### src/rtl/decode_execute_reg.sv
`timescale 1ns/1ps
`default_nettype none
// decode_execute_reg: Decode->Execute pipeline register with stall, flush
// (bubble insertion), per-stage valid bit and a saturating bubble counter.
module decode_execute_reg #(
  parameter int DATA_WIDTH       = 32,
  parameter int REG_ADDR_WIDTH   = 5,
  parameter int BUBBLE_CNT_WIDTH = 16
) (
  input  logic                        clk,
  input  logic                        rst_n,
  input  logic                        StallE,
  input  logic                        FlushE,
  input  logic                        ValidD,
  input  logic                        RegWriteD,
  input  logic [1:0]                  ResultSrcD,
  input  logic                        MemWriteD,
  input  logic                        JumpD,
  input  logic                        BranchD,
  input  logic [2:0]                  ALUControlD,
  input  logic                        ALUSrcD,
  input  logic [2:0]                  funct3D,
  input  logic [DATA_WIDTH-1:0]       RD1D,
  input  logic [DATA_WIDTH-1:0]       RD2D,
  input  logic [DATA_WIDTH-1:0]       PCD,
  input  logic [DATA_WIDTH-1:0]       PCPlus4D,
  input  logic [DATA_WIDTH-1:0]       ImmExtD,
  input  logic [REG_ADDR_WIDTH-1:0]   Rs1D,
  input  logic [REG_ADDR_WIDTH-1:0]   Rs2D,
  input  logic [REG_ADDR_WIDTH-1:0]   RdD,
  output logic                        ValidE,
  output logic                        RegWriteE,
  output logic [1:0]                  ResultSrcE,
  output logic                        MemWriteE,
  output logic                        JumpE,
  output logic                        BranchE,
  output logic [2:0]                  ALUControlE,
  output logic                        ALUSrcE,
  output logic [2:0]                  funct3E,
  output logic [DATA_WIDTH-1:0]       RD1E,
  output logic [DATA_WIDTH-1:0]       RD2E,
  output logic [DATA_WIDTH-1:0]       PCE,
  output logic [DATA_WIDTH-1:0]       PCPlus4E,
  output logic [DATA_WIDTH-1:0]       ImmExtE,
  output logic [REG_ADDR_WIDTH-1:0]   Rs1E,
  output logic [REG_ADDR_WIDTH-1:0]   Rs2E,
  output logic [REG_ADDR_WIDTH-1:0]   RdE,
  output logic [BUBBLE_CNT_WIDTH-1:0] BubbleCountE
);

  localparam int C_BUNDLE_W = 14 + 5 * DATA_WIDTH + 3 * REG_ADDR_WIDTH;
  localparam logic [BUBBLE_CNT_WIDTH-1:0] C_CNT_MAX = {BUBBLE_CNT_WIDTH{1'b1}};

  logic [C_BUNDLE_W-1:0]       bundle_d, bundle_q, w_bundle_in;
  logic [BUBBLE_CNT_WIDTH-1:0] bubble_cnt_d, bubble_cnt_q;

  // The whole control/data bundle moves as one vector, so every field obeys
  // exactly the same flush/stall/load rule.
  assign w_bundle_in = {ValidD, RegWriteD, ResultSrcD, MemWriteD, JumpD, BranchD,
                        ALUControlD, ALUSrcD, funct3D, RD1D, RD2D, PCD, PCPlus4D,
                        ImmExtD, Rs1D, Rs2D, RdD};

  always_comb begin
    bundle_d     = bundle_q;
    bubble_cnt_d = bubble_cnt_q;
    if (FlushE) begin
      bundle_d = '0;
      if (bubble_cnt_q != C_CNT_MAX) begin
        bubble_cnt_d = bubble_cnt_q + BUBBLE_CNT_WIDTH'(1);
      end
    end else if (!StallE) begin
      bundle_d = w_bundle_in;
    end
  end

  always_ff @(posedge clk or negedge rst_n) begin
    if (!rst_n) begin
      bundle_q     <= '0;
      bubble_cnt_q <= '0;
    end else begin
      bundle_q     <= bundle_d;
      bubble_cnt_q <= bubble_cnt_d;
    end
  end

  assign {ValidE, RegWriteE, ResultSrcE, MemWriteE, JumpE, BranchE,
          ALUControlE, ALUSrcE, funct3E, RD1E, RD2E, PCE, PCPlus4E,
          ImmExtE, Rs1E, Rs2E, RdE} = bundle_q;
  assign BubbleCountE = bubble_cnt_q;

endmodule
`default_nettype wire

### config.mk
export PLATFORM = sky130hd
export DESIGN_NAME = decode_execute_reg
export DESIGN_NICKNAME = d
export VERILOG_FILES = /design/src/rtl/decode_execute_reg.sv
export SDC_FILE = /design/constraint.sdc
export NUM_CORES = 1
export LEC_CHECK = 0
export CORE_AREA = 2 2 154 156
export CTS_BUF_LIST = sky130_fd_sc_hd__clkbuf_4 sky130_fd_sc_hd__clkbuf_8 sky130_fd_sc_hd__clkbuf_16
export DETAILED_ROUTE_END_ITERATION = 8
export DIE_AREA = 0 0 156 158
export GPL_ROUTABILITY_DRIVEN = 0
export GPL_TIMING_DRIVEN = 0
export HOLD_SLACK_MARGIN = 0.08
export PLACE_DENSITY = 0.75
export SLEW_MARGIN = 10
export SYNTH_ARGS = -nofsm -noshare
export SYNTH_HDL_FRONTEND = slang
export SYNTH_SLANG_ARGS = --single-unit
### constraint.sdc
create_clock -name clk -period 2.9 [get_ports clk]
set_clock_uncertainty 0.05 [all_clocks]
set_input_delay 0.725 -clock clk [delete_from_list [all_inputs] [get_ports clk]]
set_output_delay 0.725 -clock clk [all_outputs]
set_load 0.01 [all_outputs]
# Word-level counts from Yosys, hierarchy flattened

Index checks and enable logic that the tools add are counted.

Flip-flop bits (word level): 205
Bits of input ports: 193
Output and inout bits: 205
Word-level logic and storage cells: 8

Add/sub/neg operators: 1
Equality and inequality tests: 2
Multiplexer cells: 2
Reductions and logical operators: 1

Operators by type and width:

| cell                  | number |
|---|---|
| $mux 189              | 2 |
| $add 16x1->16 const B | 1 |
| $ne 16x16->1 const B  | 1 |
| $ne 2x1->1 const B    | 1 |
| $reduce_and 2->1      | 1 |

# Longest topological paths before layout

Gate-level depths: netlist of the first run.

Depth after elaboration: 2
Gate-level depth with buffers: 6
Mapped depth without buffers: 5

# Least setup slack after synthesis of the first run

OpenSTA, ideal clock, no wires.

Path type: input to register
Start: input StallE
End: register bundle_q[165]
Setup time: 132 ps
Data arrival time: 1,737 ps
Data required time: 2,718 ps
Slack: 981 ps
Stages on the path: 5
Buffers on the path: 3
Cells stage by stage: clkbuf_1 buf_2 buf_2 mux2i_1 nor2_1

Cells in the longest elaborated chain, start to end: 1

RTL lines:

| what                 | line | RTL |
|---|---|---|
| start, declared      | 12   | `input logic StallE,` |
| $ne 2x1->1 (no line) | -    |  |
| end signal, assigned | 81   | `bundle_q <= bundle_d;` |
| end, declared        | 54   | `logic [C_BUNDLE_W-1:0] bundle_d, bundle_q, w_bundle_in;` |

Every way passes these cells.
A chain may end at the register's enable or synchronous reset.

# Worst setup path after layout of the first run

Start: register bubble_cnt_q[5], in the netlist BubbleCountE[5]
End: output BubbleCountE[5]

RTL lines:

| what                   | line | RTL |
|---|---|---|
| start, declared        | 55   | `logic [BUBBLE_CNT_WIDTH-1:0] bubble_cnt_d, bubble_cnt_q;` |
| start signal, assigned | 82   | `bubble_cnt_q <= bubble_cnt_d;` |
| end, declared          | 48   | `output logic [BUBBLE_CNT_WIDTH-1:0] BubbleCountE` |

No word-level cell between the ends.

==> flow_summary.yaml, run 1 <==
pwr:
  p_int_uw: 5736
  power_switching_uw: 1931
  pwr-share-seq_pct: 42.0
  sw_frac_of_total_pct: 25.18
  p_clk_share_pct: 40.6
  leakage_uw: 0.006344
  pwr-share-comb_pct: 17.5
  powerDensity_nw_per_um2: 566.8
  peakVddDrop_uv: 442.1
worst_setup_path:
  rr_endpoint: "BubbleCountE[1]"
  slowest_delay_ps: 600
  cp_num_cells: 1
  reg2reg_slack_ps: 970
  slowest_stage: "clkdlybuf4s50_1"
  cp.arrival_ps: 1620
  crit_required_ps: 2120
  path_max_fanout: 9
  startpoint_type: "flip-flop"
  critPathBufInv: 1
  timing.rr.start: "BubbleCountE[0]"
  criticalPathCategory: "reg -> out"
  reg2reg_depth: 6
  cp-endpoint: "BubbleCountE[5]"
  cp_cell_sequence: "clkdlybuf4s50_1"
  endpoint_kind: "output pin"
  cp-startpoint: "BubbleCountE[5]"
  crit_family: "buffers and inverters"
finish:
  final_cells: 1415
  area_growth_syn_to_layout_pct: 62.89
  mostFrequentLayoutCell: "clkdlybuf4s50_1"
  mostFrequentLayoutCells: "clkdlybuf4s50_1, dfrtp_1, nor2_1"
  drive_above_1_share_pct: 6.400
  diodes: 0
  num-nets-final: 1303
logic_synthesis:
  synth-edff-count: 0
  syn_area_sq_um: 8304
  syn_inst: 683
  ys_types: 27
  synth.avg_cell_area_sq_um: 12.16
  ys.flop_type: "dfrtp_1"
  yosysSeqAreaShare_pct: 61.77
  synth_compound_gate_area_share_pct: 0.4219
  synth_nets: 877
  yosys_warnings: 0
  synth-xor-area-share_pct: 1.055
  ys_seq_elements: 205
  synthAdderAreaFrac_pct: 0.1507
  muxShareOfSynthArea_pct: 23.10
  synthArstFlopShare_pct: 100.0
  synth-simple-area-share_pct: 11.18
  synth_top_family_by_area: "multiplexers"
timing:
  layout_min_cycle_time_ps: 2395
  rsz0062_at_grt: "false"
  fin_ws_ps: 505.3
  hold_slack_ps: 445.8
  finalMaxSlewViolations: 0
  max_freq_mhz: 417.6
  finalHoldViolCount: 0
  worst_pin_slew_ps: 714.0
  setup_viol: 0
  period_share_pct: 82.58
  slew-limit-headroom_pct: 52.40
drt:
  ant_nets: 0
  wirelength_mm: 26.15
  via_count: 6679
  drtPass1Iterations: 4
  drt-vias-per-instance: 4.720
  first_iter_violations: 294
  drc: 0
  routedWlPerCell_microns: 18.48
cts:
  cts_buffers: 25
  post-cts-setup-buffers: 0
  insertion_delay_ps: 520
  h-tree-depth: 1
  cts.reportedPaths.clkPinSlew_ps: 60
  cts_tree: "done"
  cts-root-buf: "clkbuf_16"
  clk_path_buf_depth: 3
  clock-sinks: 205
global_routing:
  grt_max_degree: 79
  grt_pass1_wl_mm: 39.18
  gr-total-overflow: 0
  grt_pass1_vias: 6868
  antenna_found_initial: 0
  track_usage_pct: 20.48
die:
  die-height_microns: 158
  start_util_pct: 36.02
  chipWidth_microns: 156
  die_area_sq_um: 24650
  ios: 398
  core-area_sq_um: 23050
  rows: 56
place:
  dpl.cell_count: 1371
  place_hpwl_mm: 19.41
  port_buffers: 396
  pre_cts_ws_ps: 146.1
min_path:
  hp-class: "reg -> reg"
job:
  cap_violations: 0
run_status:
  outcome: "complete, no violations"
[cell families after synthesis]
family / count (synthesis)
fa+ha+maj: 1
compound gates: 6
simple gates: 227
mux: 191
buf+inv: 43
flops: 205
xor+xnor: 10
[per-stage QoR]
stage | power, uW | util [%] | instance area (sq um) | TNS (ps)
finish | 7667 | 58.68 | 13530 | 0
detailed placement | 4607 | 55.05 | 12690 | 0
global route | 8007 | 58.68 | 13530 | 0
floorplan | 3739 | - | 8304 | 0
global placement | 4576 | 54.79 | 12630 | -1604850
CTS | 7749 | 58.68 | 13530 | 0
[cells in the mapped netlist (all sizes together), types with 2 or more instances]
cell    instances  area, sq um
nand3           5        25.02
mux2            2        26.27
or2             2        12.51
nand2           8        37.54
nor3            2        10.01
o21a            2        15.01
buf            23        117.6
nand4           9        62.56
xor2            2        17.52
a21oi           3        15.01
xnor2           8        70.07
dfrtp         205         5130
clkbuf         20        75.07
nor2          192        720.7
and3            4        25.02
nor4            2        12.51
mux2i         189         1892
[final cells by class]
class                   count  area [sq um]
well taps                 290         362.8
fillers                  1872          9525
multi-input cells         435          2982
plain buffers              43         192.7
clock inverters             5         58.81
clock buffers              38         767.0
flip-flops and latches    205          5130
repair buffers            399          4034
[worst min path at each step]
stage,cells past startpoint,to,start,slack [ps]
CTS,1,BubbleCountE[15],BubbleCountE[15],460
finish,1,BubbleCountE[15],BubbleCountE[15],450
detailed placement,1,BubbleCountE[15],BubbleCountE[15],450
global route,1,BubbleCountE[14],BubbleCountE[14],480
floorplan,0,BubbleCountE[0],rst_n,380
global placement,1,BubbleCountE[15],BubbleCountE[15],440
[power by group through the flow]
stage	clock, uW	combinational (uW)	sequential [uW]
after floorplan	0	407	3330
after global placement	0	1320	3260
after detailed placement	0	1350	3260
after CTS	3180	1360	3220
after global routing	3320	1440	3240
final	3110	1340	3220
[state kept, by name, summed over array words and instances, names as in the netlist]
| signal | count |
|---|---|
| bundle_q | 189 |
| BubbleCountE | 16 |
[what timing repair did]
item                                    4_1_cts  5_1_grt
hold buffers                                  1        0
endpoints found under the setup margin        0        0
endpoints found under the hold margin        10        0
gates resized for setup                       0        0
[per-layer routing]
metal	wire (microns)	GRT usage, %	vias up
li1	-	-	3135
met1	10690	25.79	3255
met2	13100	35.25	234
met3	1470	4.161	55
met4	892	7.077	0
met5	0	0	-
(Power assumes the default switching activity.)
==> run 2: changes to the inputs <==
clock period = 2.5 ns   (was 2.9 ns; I/O delays follow)
==> results of run 2 <==
Same layout as run 1 (identical final DEF). Status: complete, no violations.
Among the figures that moved: setup slack after placement 146.1 ps -> -153.9 ps; setup slack after layout 505.3 ps -> 205.3 ps; register-to-register setup slack 970 ps -> 570 ps; total power 7667 uW -> 8894 uW; worst IR drop on VDD 442.1 uV -> 512.8 uV
